[src/rtl/rw_common_pkg.sv]
// Shared constants and helpers for the synchronizer / debounce family.
package rw_common_pkg;

  localparam int SYNC_MIN_STAGES = 2;
  localparam int SYNC_MAX_STAGES = 4;

  // Ceiling log2; returns 0 for values <= 1.
  function automatic int clog2(input int value);
    int result;
    result = 0;
    for (int v = value - 1; v > 0; v = v >> 1) begin
      result = result + 1;
    end
    return result;
  endfunction

endpackage

[src/rtl/sync_debounce_ch.sv]
// One channel: STAGES-deep synchronizer, debounce counter, optional edge pulses.
// Edge pulse flops exist only when SYNC_EDGE_DETECT_EN is defined.
module sync_debounce_ch
  import rw_common_pkg::*;
#(
  parameter int   STAGES     = 2,
  parameter int   DEB_CYCLES = 4,
  parameter logic INIVAL_BIT = 1'b0
) (
  input  logic clk,
  input  logic rst_n,
  input  logic i_async,
  output logic o_sync,
  output logic o_rise,
  output logic o_fall
);

  localparam int              CW       = (clog2(DEB_CYCLES) < 1) ? 1 : clog2(DEB_CYCLES);
  localparam logic [CW-1:0]   CNT_LAST = CW'(DEB_CYCLES - 1);

  logic [STAGES-1:0] r_chain;
  logic [CW-1:0]     r_cnt;
  logic              r_out;
  logic              w_s;
  logic              w_accept;

  always_ff @(posedge clk or negedge rst_n) begin
    if (!rst_n) begin
      r_chain <= {STAGES{INIVAL_BIT}};
    end else begin
      r_chain <= {r_chain[STAGES-2:0], i_async};
    end
  end

  assign w_s      = r_chain[STAGES-1];
  assign w_accept = (w_s != r_out) && (r_cnt == CNT_LAST);

  // Any return to the current level restarts the count, so it never wraps.
  always_ff @(posedge clk or negedge rst_n) begin
    if (!rst_n) begin
      r_cnt <= '0;
      r_out <= INIVAL_BIT;
    end else if (w_s == r_out) begin
      r_cnt <= '0;
    end else if (w_accept) begin
      r_cnt <= '0;
      r_out <= w_s;
    end else begin
      r_cnt <= r_cnt + 1'b1;
    end
  end

  assign o_sync = r_out;

`ifdef SYNC_EDGE_DETECT_EN
  logic r_rise;
  logic r_fall;

  always_ff @(posedge clk or negedge rst_n) begin
    if (!rst_n) begin
      r_rise <= 1'b0;
      r_fall <= 1'b0;
    end else begin
      r_rise <= w_accept && w_s;
      r_fall <= w_accept && !w_s;
    end
  end

  assign o_rise = r_rise;
  assign o_fall = r_fall;
`else
  assign o_rise = 1'b0;
  assign o_fall = 1'b0;
`endif

endmodule

[src/rtl/sync_debounce.sv]
// Multi-channel synchronizer + debounce filter; WIDTH independent channels.
// Define SYNC_EDGE_DETECT_EN to enable the rise/fall pulse outputs.
module sync_debounce
  import rw_common_pkg::*;
#(
  parameter int               WIDTH      = 1,
  parameter int               STAGES     = 2,
  parameter logic [WIDTH-1:0] INIVAL     = '0,
  parameter int               DEB_CYCLES = 4
) (
  input  logic             clk,
  input  logic             rst_n,
  input  logic [WIDTH-1:0] async_in,
  output logic [WIDTH-1:0] sync_out,
  output logic [WIDTH-1:0] rise_pulse,
  output logic [WIDTH-1:0] fall_pulse
);

  if (STAGES < SYNC_MIN_STAGES || STAGES > SYNC_MAX_STAGES) begin : g_bad_stages
    $error("sync_debounce: STAGES=%0d outside %0d..%0d", STAGES, SYNC_MIN_STAGES, SYNC_MAX_STAGES);
  end

  if (DEB_CYCLES < 1) begin : g_bad_deb
    $error("sync_debounce: DEB_CYCLES=%0d must be >= 1", DEB_CYCLES);
  end

  for (genvar g = 0; g < WIDTH; g++) begin : g_ch
    sync_debounce_ch #(
      .STAGES     (STAGES),
      .DEB_CYCLES (DEB_CYCLES),
      .INIVAL_BIT (INIVAL[g])
    ) u_ch (
      .clk     (clk),
      .rst_n   (rst_n),
      .i_async (async_in[g]),
      .o_sync  (sync_out[g]),
      .o_rise  (rise_pulse[g]),
      .o_fall  (fall_pulse[g])
    );
  end

endmodule

[config.mk]
export PLATFORM = sky130hd
export DESIGN_NAME = sync_debounce
export DESIGN_NICKNAME = d
export VERILOG_FILES = /design/src/rtl/rw_common_pkg.sv /design/src/rtl/sync_debounce_ch.sv /design/src/rtl/sync_debounce.sv
export SDC_FILE = /design/constraint.sdc
export NUM_CORES = 1
export LEC_CHECK = 0
export BUFFER_PORTS_ARGS = -buffer_cell sky130_fd_sc_hd__buf_2
export CORE_AREA = 2 2 39 41
export DETAILED_ROUTE_END_ITERATION = 7
export DIE_AREA = 0 0 41 43
export SYNTH_ARGS = -nofsm -noshare
export SYNTH_HDL_FRONTEND = slang
export SYNTH_HIERARCHICAL = 1
export SYNTH_SLANG_ARGS = --single-unit
[constraint.sdc]
create_clock -name clk -period 1.5 [get_ports clk]
set_clock_uncertainty 0.05 [all_clocks]
set_input_delay 0.3 -clock clk [delete_from_list [all_inputs] [get_ports clk]]
set_output_delay 0.3 -clock clk [all_outputs]
set_load 0.02 [all_outputs]
=== Word level (Yosys, flattened, before mapping) ===
Index checks and enable logic that the tools add are counted.

* Eq/ne operators: 3
* $add $sub $neg: 1
* Mux-type cells: 2
* Reductions and logical operators: 2
* Bitwise gates (word level): 1

{| class="wikitable"
|+ Operator list
! kind !! count
|-
| $mux W2 || 2
|-
| $add A2 B1 Y2 const B || 1
|-
| $eq A2 B2 Y1 const B || 1
|-
| $reduce_and A2 Y1 || 1
|-
| $eq A1 B1 Y1 || 1
|-
| $logic_and A1 B1 Y1 || 1
|-
| $ne A1 B1 Y1 || 1
|-
| $not A1 Y1 || 1
|}

* Register bits: 5

=== Logic depth before layout (Yosys ltp) ===
Gate-level depths: netlist (run 1).

* Word-level depth: 4
* Gate-level depth with buffers: 2

=== Worst setup path after synthesis (run 1) ===
No wires, ideal clock.

* Path type: flip-flop to flip-flop
* Start point: reg g_ch[0].u_ch.r_cnt[0]
* End point: reg g_ch[0].u_ch.r_out
* Stages on the path, launching flop included: 3
* Data required time: 1.325 ns
* Buffers on the path: 0
* Setup slack: 0.480 ns
* Setup time: 0.125 ns
* Arrival time: 0.846 ns
* Period minus slack after synthesis: 1.020 ns
* Path through: dfrtp_1 ha_1 mux2_2

* Cells in the longest elaborated chain, start to end: 3

{| class="wikitable"
|+ RTL lines
! item !! line !! source
|-
| start, declared || sync_debounce_ch.sv:22 || <nowiki>logic [CW-1:0] r_cnt;</nowiki>
|-
| start signal, assigned || sync_debounce_ch.sv:49 || <nowiki>r_cnt <= r_cnt + 1'b1;</nowiki>
|-
| $eq A2 B2 Y1 || sync_debounce_ch.sv:36 || <nowiki>assign w_accept = (w_s != r_out) && (r_cnt == CNT_LAST);</nowiki>
|-
| $logic_and A1 B1 Y1 || sync_debounce_ch.sv:36 ||
|-
| $reduce_and A2 Y1 (no source line) || -- ||
|-
| end signal, assigned || sync_debounce_ch.sv:47 || <nowiki>r_out <= w_s;</nowiki>
|-
| end, declared || sync_debounce_ch.sv:23 || <nowiki>logic r_out;</nowiki>
|}

Every way passes these cells.
A chain may end at the register's enable or synchronous reset.

=== Worst setup path in the final report (run 1) ===
* Start point: reg g_ch[0].u_ch.r_out
* End point: out sync_out

{| class="wikitable"
|+ RTL lines
! item !! line !! source
|-
| end, declared || sync_debounce.sv:14 || <nowiki>output logic [WIDTH-1:0] sync_out,</nowiki>
|}

No word-level cell between the ends.

==> flow_summary.yaml, run 1 <==
clock_tree:
  post_cts_resized: 0
  path_clk_slew_ns: 0.04
  cts_root_buf: "clkbuf_4"
  post_cts_buffers: 0
  cts_sinks: 5
  cts.path.max_buffers: 2
  postCtsHoldBufs: 1
  cts_max_level: 1
  cts_buffers: 3
  cts_tree: "done"
  insertion_delay_ns: 0.24
detailed_routing:
  vias_per_cell: 3.14
  antenna_left: 0
  dr.pass1.iters: 1
  remaining_drc_errors: 0
  routedWlPerCell_microns: 8.69
  num_vias: 113
  first_iter_violations: 0
  routed_wirelength_microns: 313
power_and_ir_drop:
  p_leak_nw: 0.120
  total_power_uw: 476
  p_per_area_mw_per_mm2: 1880
  intPower_uw: 332
  p_clk_share_pct: 32.8
  swShare_pct: 30.2
  p_switching_uw: 144
  pwr-share-comb_pct: 25.2
  peakVddDrop_uv: 347
  p_seq_share_pct: 41.9
synth:
  synth.avg_cell_area_sq_um: 14.8
  synthFlopType: "dfrtp_1"
  synth_top_area_cell: "dfrtp_1"
  synth_edf_count: 0
  synth_cell_types: 8
  yosys-top-cells-area: "dfrtp_1 (65%), buf_4 (7.8%), ha_1 (6.5%), mux2_2 (5.8%), nor3_2 (5.2%)"
  yosys-top-cells-count: "dfrtp_1 (5), buf_4 (2)"
  async_flop_share_pct: 100
  synth_most_common_cell: "dfrtp_1"
  ys_seq_elements: 5
  synth_cells: 13
  yosysSeqAreaShare_pct: 64.9
  netlist_area_sq_um: 193
  synth_top_area_share_pct: 64.9
  yosysWarnings: 6
sta:
  timing.hold.ws_ns: 0.115
  finalHoldViolCount: 0
  final-max-slew-violation-count: 0
  finalSetupTns_ns: 0
  setup_viol: 0
  layout_min_cycle_time_ns: 1.15
  fmax_mhz: 868
  fin_crit_sh_pct: 76.8
  rsz0062_at_grt: "false"
placed_design:
  gp_routability_congestion: 0.496
  io_buffers: 3
  place_area_sq_um: 216
cells_and_area:
  fin_util_pct: 18.3
  n_fill_cell: 155
  seqCellArea_sq_um: 125
  n_antenna_cell: 0
  layout-drive-gt1-share_pct: 40.0
  fin_nets: 25
  syn2layout_area_growth_pct: 31.2
  finalInstanceArea_sq_um: 253
  multi_input_area_sq_um: 56.3
global_route:
  grt_busiest_layer: "met2"
  grt_util_all_layers_pct: 5.76
  grt_max_degree: 6
  grt_pass1_vias: 138
  gr-usage-met1_pct: 4.28
  grt_pass1_wl_microns: 572
  global_route.usage.met2_pct: 9.06
  grt.met3_usage_pct: 6.28
  grt.overflow.total: 0
  antenna_found_initial: 0
worst_setup_path:
  setup.worst_path.end_class: "output port"
  required_ns: 1.15
  critPathMaxStageDelay_ns: 0.39
  worst-path-buf-inv: 1
  critical_path_class: "flop to output port"
  critPathMaxFanout: 3
  critical-path-top-delay-family: "flip-flops"
  cp.arrival_ns: 0.80
  slowest_stage: "dfrtp_1"
  cp-start-kind: "flop"
  path_cells: "buf_2"
floorplanning:
  io_pins: 6
  initial_core_util_pct: 13.9
  die_h_microns: 43
  dieWidth_microns: 41
  row_count: 14
  fp.dieArea_sq_mm: 0.00176
  core_region_area_sq_mm: 0.00138
hold_path:
  hp-class: "input pin to flop"
outcome:
  status: "completed"
flow_run:
  drv_cap: 0
==> worst paths after layout <==
path                                    startpoint                       to  slack (ns)  cells after the start
setup / recovery               g_ch[0].u_ch/o_sync                 sync_out        0.35                      1
hold / removal                            async_in  g_ch[0].u_ch/r_chain[0]        0.11                      1
setup reg to reg             g_ch[0].u_ch/r_cnt[0]      g_ch[0].u_ch/o_sync        0.42                      2
hold reg to reg            g_ch[0].u_ch/r_chain[0]  g_ch[0].u_ch/r_chain[1]        0.30                      0
max in group asynchronous                    rst_n  g_ch[0].u_ch/r_chain[1]        0.91                      2
min in group asynchronous                    rst_n    g_ch[0].u_ch/r_cnt[0]        0.36                      2
==> placed cells by master (no fill, tap or decap) <==
| cell | Yosys | routed |
|---|---|---|
| buf_2 | 0 | 3 |
| clkbuf_1 | 0 | 1 |
| clkbuf_4 | 0 | 3 |
| conb_1 | 1 | 2 |
| dfrtp_1 | 5 | 5 |
| dlygate4sd3_1 | 0 | 1 |
| ha_1 | 1 | 1 |
| mux2_2 | 1 | 1 |
| nor2b_1 | 1 | 1 |
| nor3_2 | 1 | 1 |
| xnor2_1 | 1 | 1 |
==> logic make-up after synthesis <==
family                   synth area share, %
other                                   1.95
XOR/XNOR                                4.55
AND/OR/NAND/NOR                         8.44
flip-flops                              64.9
buffers and inverters                   7.79
multiplexers                            5.84
adder cells (fa/ha/maj)                 6.49
==> per-layer routing <==
layer / share of wire, % / routed length (microns)
met1: 30 / 94
met2: 57 / 177
met3: 13 / 41
met4: 0 / 0
met5: 0 / 0
==> power by group through the flow <==
stage | clock network (mW) | logic [mW] | registers, mW
5_1_grt | 0.178 | 0.141 | 0.205
3_5_place_dp | 0 | 0.121 | 0.204
4_1_cts | 0.163 | 0.124 | 0.202
2_1_floorplan | 0 | 0.0731 | 0.214
3_3_place_gp | 0 | 0.110 | 0.198
6_report | 0.156 | 0.120 | 0.200
==> flip-flops by register name (all words and copies together), names as in the netlist <==
name	cells
g_ch.u_ch/o_sync	1
g_ch.u_ch/r_cnt	2
g_ch.u_ch/r_chain	2
==> stage by stage <==
stage          instances  setup WS, ns
2_1_floorplan         14         0.480
3_3_place_gp          31         0.465
3_5_place_dp          31         0.410
4_1_cts               36         0.336
5_1_grt               36         0.312
6_report              36         0.348
==> final cells by class <==
type | count | share of cell area, %
Clock buffer | 4 | 10.4
Multi-Input combinational cell | 7 | 22.3
Sequential cell | 5 | 49.5
Tap cell | 16 | 7.92
Timing Repair Buffer | 4 | 9.90
No activity file was read; power rests on OpenSTA's default activity.
==> run 2: changes to the inputs <==
clock period = 0.92 ns   (was 1.5 ns; I/O delays follow)
==> flow_summary.yaml, run 2 (same netlist as run 1, synthesis figures left out) <==
global_route:
  gr-usage-met1_pct: 6.95
  grt_busiest_layer: "met2"
  grt_max_degree: 6
  global_route.usage.met2_pct: 8.75
  grt_pass1_vias: 165
  grt.met3_usage_pct: 4.71
  antenna_found_initial: 0
  grt.overflow.total: 0
  grt_util_all_layers_pct: 7.09
  grt_pass1_wl_microns: 738
cells_and_area:
  n_fill_cell: 147
  layout-drive-gt1-share_pct: 56.0
  syn2layout_area_growth_pct: 78.6
  layout_common_cells: "dfrtp_1 (5), clkbuf_4 (3), buf_4 (3)"
  n_antenna_cell: 0
  finalNonFillerCells: 41
  final_common_cell: "dfrtp_1"
  fin_nets: 30
  finalInstanceArea_sq_um: 344
worst_setup_path:
  setup.worst_path.end_class: "flop"
  critical_path_class: "flop to flop"
  r2r-start: "g_ch[0].u_ch/r_cnt[0]"
  cp.arrival_ns: 1.11
  path_cells: "ha_4 > mux2_4"
  cp-start-kind: "flop"
  slowest_stage: "dfrtp_1"
  ff2ff_path_depth: 2
  critPathMaxStageDelay_ns: 0.40
  critPathMaxFanout: 2
  required_ns: 0.99
  r2r_slack_ns: -0.12
  timing.rr.end: "g_ch[0].u_ch/o_sync"
power_and_ir_drop:
  peakVddDrop_uv: 674
  p_seq_share_pct: 31.5
  p_clk_share_pct: 23.7
  swShare_pct: 30.2
  p_leak_nw: 0.156
  total_power_mw: 1.07
  pwr-share-comb_pct: 44.8
  intPower_uw: 750
  p_per_area_mw_per_mm2: 3120
  p_switching_uw: 325
clock_tree:
  path_clk_slew_ns: 0.04
  cts.path.max_buffers: 2
  insertion_delay_ns: 0.24
  cts_buffers: 3
  cts_sinks: 5
  cts_root_buf: "clkbuf_4"
  cts_tree: "done"
  cts_max_level: 1
placed_design:
  gp_routability_congestion: 0.494
  place_hpwl_microns: 252
  post-place-ws_ns: -0.112
  place_inst: 33
  io_buffers: 3
  place_area_sq_um: 245
sta:
  fmax_mhz: 965
  finalHoldViolCount: 0
  setup_viol: 4
  setup_ws_ns: -0.116
  fin_crit_sh_pct: 113
  layout_min_cycle_time_ns: 1.04
  rsz0062_at_grt: "true"
  final-max-slew-violation-count: 0
  finalSetupTns_ns: -0.269
detailed_routing:
  first_iter_violations: 1
  antenna_left: 0
  num_vias: 133
  routed_wirelength_microns: 372
  dr.pass1.iters: 2
  vias_per_cell: 3.24
  remaining_drc_errors: 0
  routedWlPerCell_microns: 9.07
flow_run:
  drv_cap: 0
floorplanning:
  die_h_microns: 43
  core_region_area_sq_mm: 0.00138
  row_count: 14
  fp.dieArea_sq_mm: 0.00176
  initial_core_util_pct: 13.9
  io_pins: 6
  dieWidth_microns: 41
hold_path:
  hp-class: "input pin to asynchronous set/reset pin"
outcome:
  status: "finished, violations left"
  violations: "setup timing"
[run 2: cell types whose count changed in the layout (fill, tap and decap cells not counted), sizes merged]
| cell | delta |
|---|---|
| buf | +4 |
| dlygate4sd3 | +1 |
[run 2: cell type report]
cell class              instances  area, sq um  area share [%]
multi-input cells               7         97.6            28.4
flip-flops and latches          5          125            36.4
clock buffers                   4         26.3            7.64
repair buffers                  9         75.1            21.8
well taps                      16         20.0            5.82
[run 2: repair_timing]
item	in CTS	in global routing
endpoints found under the hold margin	6	0
buffers inserted	2	0
setup endpoints to repair	4	4
gates resized for setup	2	4
gates cloned	0	0
pin swaps	2	0
hold buffers	2	0
[run 2: critical path: cells and delay by family, from the launching register on]
family,cells,cell delay [ns]
fa+ha+maj,1,0.18
flops,1,0.40
mux,1,0.29
[run 2: metrics by stage]
stage / utilization (%) / hold WS [ns]
6_report: 24.9 / 0.242
5_1_grt: 24.9 / 0.248
4_1_cts: 23.7 / 0.228
3_5_place_dp: 17.7 / -0.0468
3_3_place_gp: 17.7 / -0.0547
2_1_floorplan: - / -0.162
[run 2: power groups by stage]
stage	logic [mW]	clock network (mW)	registers [mW]
floorplan	0.151	0	0.359
global placement	0.254	0	0.329
detailed placement	0.277	0	0.338
CTS	0.423	0.271	0.330
global route	0.533	0.296	0.350
finish	0.482	0.255	0.338
[run 2: how the worst max path moves through the flow]
stage                                      from                  end  slack [ns]
after floorplan           g_ch[0].u_ch/r_cnt[0]  g_ch[0].u_ch/o_sync       -0.09
after global routing      g_ch[0].u_ch/r_cnt[0]  g_ch[0].u_ch/o_sync       -0.15
after detailed placement  g_ch[0].u_ch/r_cnt[1]  g_ch[0].u_ch/o_sync       -0.11
final                     g_ch[0].u_ch/r_cnt[0]  g_ch[0].u_ch/o_sync       -0.12
after global placement    g_ch[0].u_ch/r_cnt[0]  g_ch[0].u_ch/o_sync       -0.08
after CTS                 g_ch[0].u_ch/r_cnt[1]  g_ch[0].u_ch/o_sync       -0.12
[run 2: layer usage]
metal,vias to the layer above,routed length (microns)
met2,6,201
met4,0,0
met3,0,31
met5,-,0
met1,67,139
li1,60,-
==> run 3: changes to the inputs <==
BUFFER_PORTS_ARGS = -buffer_cell sky130_fd_sc_hd__buf_4   (was -buffer_cell sky130_fd_sc_hd__buf_2)
==> flow_summary.yaml, run 3 (same netlist as run 1, synthesis figures left out) <==
detailed_routing:
  routed_wirelength_microns: 348
  dr.pass1.iters: 2
  num_vias: 130
  vias_per_cell: 3.17
  antenna_left: 0
  routedWlPerCell_microns: 8.49
  remaining_drc_errors: 0
  first_iter_violations: 3
clock_tree:
  cts_root_buf: "clkbuf_4"
  path_clk_slew_ns: 0.04
  cts_max_level: 1
  cts_tree: "done"
  insertion_delay_ns: 0.24
  cts.path.max_buffers: 2
  cts_buffers: 3
  cts_sinks: 5
cells_and_area:
  n_antenna_cell: 0
  layout-drive-gt1-share_pct: 56.0
  layout_common_cells: "buf_4 (6), dfrtp_1 (5), clkbuf_4 (3)"
  finalInstanceArea_sq_um: 339
  finalNonFillerCells: 41
  syn2layout_area_growth_pct: 76.0
  final_common_cell: "buf_4"
  n_fill_cell: 152
  fin_nets: 30
global_route:
  grt_util_all_layers_pct: 6.88
  antenna_found_initial: 0
  grt_pass1_wl_microns: 676
  grt.overflow.total: 0
  grt_max_degree: 6
  grt_pass1_vias: 150
power_and_ir_drop:
  p_leak_nw: 0.156
  p_per_area_mw_per_mm2: 3030
  total_power_mw: 1.03
  peakVddDrop_uv: 713
placed_design:
  place_hpwl_microns: 246
  gp_routability_congestion: 0.493
  post-place-ws_ns: -0.113
  io_buffers: 3
  place_inst: 33
  place_area_sq_um: 253
sta:
  layout_min_cycle_time_ns: 1.03
  rsz0062_at_grt: "true"
  setup_viol: 3
  setup_ws_ns: -0.113
  fmax_mhz: 968
  fin_crit_sh_pct: 112
  final-max-slew-violation-count: 0
  finalHoldViolCount: 0
floorplanning:
  fp.dieArea_sq_mm: 0.00176
  die_h_microns: 43
  dieWidth_microns: 41
  initial_core_util_pct: 13.9
  io_pins: 6
  row_count: 14
  core_region_area_sq_mm: 0.00138
outcome:
  violations: "setup timing"
  status: "finished, violations left"
flow_run:
  drv_cap: 0
worst_setup_path:
  cp.arrival_ns: 1.10
  critical_path_class: "flop to flop"
  critPathMaxFanout: 2
  setup.worst_path.end_class: "flop"
  cp-start-kind: "flop"
  required_ns: 0.99
hold_path:
  hp-class: "input pin to asynchronous set/reset pin"
-- run 3: changes by cell type in the layout (fill, tap and decap cells not counted) --
| cell | previous run | this run |
|---|---|---|
| buf_2 | 2 | 0 |
| nor3_4 | 1 | 0 |
| buf_6 | 2 | 1 |
| buf_4 | 3 | 6 |
| nor3_2 | 0 | 1 |
-- run 3: per-stage QoR --
stage	TNS [ns]	util, %	hold WS, ns
3_3_place_gp	-0.116	18.3	-0.0662
6_report	-0.229	24.5	0.230
5_1_grt	-0.381	24.5	0.230
3_5_place_dp	-0.189	18.3	-0.0611
2_1_floorplan	-0.0921	-	-0.162
4_1_cts	-0.248	24.5	0.227
-- run 3: path summary, 6_finish.rpt --
check,cells past startpoint,from,endpoint,slack (ns)
min in group clk,0,g_ch[0].u_ch/r_chain[0],g_ch[0].u_ch/r_chain[1],0.29
max reg2reg,2,g_ch[0].u_ch/r_cnt[0],g_ch[0].u_ch/o_sync,-0.11
max in group asynchronous,2,rst_n,g_ch[0].u_ch/r_chain[0],0.48
min reg2reg,0,g_ch[0].u_ch/r_chain[0],g_ch[0].u_ch/r_chain[1],0.29
min,2,rst_n,g_ch[0].u_ch/o_sync,0.23
max,2,g_ch[0].u_ch/r_cnt[0],g_ch[0].u_ch/o_sync,-0.11
-- run 3: per-layer routing --
layer  GRT usage [%]  vias to the layer above  wire length (microns)  part of all wire (%)
li1                -                       60                      -                     -
met2            8.75                        9                    182                    52
met1            6.27                       61                    112                    32
met5               0                        -                      0                     0
met4            4.00                        0                      0                     0
met3            7.85                        0                     53                    15
-- run 3: layout make-up --
cell class | instances | area (sq um) | area share (%)
flip-flops and latches | 5 | 125 | 36.9
multi-input cells | 7 | 91.3 | 26.9
clock buffers | 4 | 26.3 | 7.75
repair buffers | 9 | 76.3 | 22.5
well taps | 16 | 20.0 | 5.90
-- run 3: critical path, stage by stage (launching register included) --
cell and delay, ns:
dfrtp_1 0.40, ha_4 0.18, mux2_4 0.29
-- run 3: where the power goes --
part	internal [mW]	switching [mW]	leakage (nW)
Combinational	0.279	0.164	0.0805
Sequential	0.284	0.0502	0.0610
Clock	0.164	0.0866	0.0150
-- run 3: timing repair --
item	in CTS	in global routing
endpoints found under the hold margin	6	0
resized for setup	3	0
pin swaps	2	0
hold buffers	2	0
endpoints found under the setup margin	4	4
buffers inserted	2	0
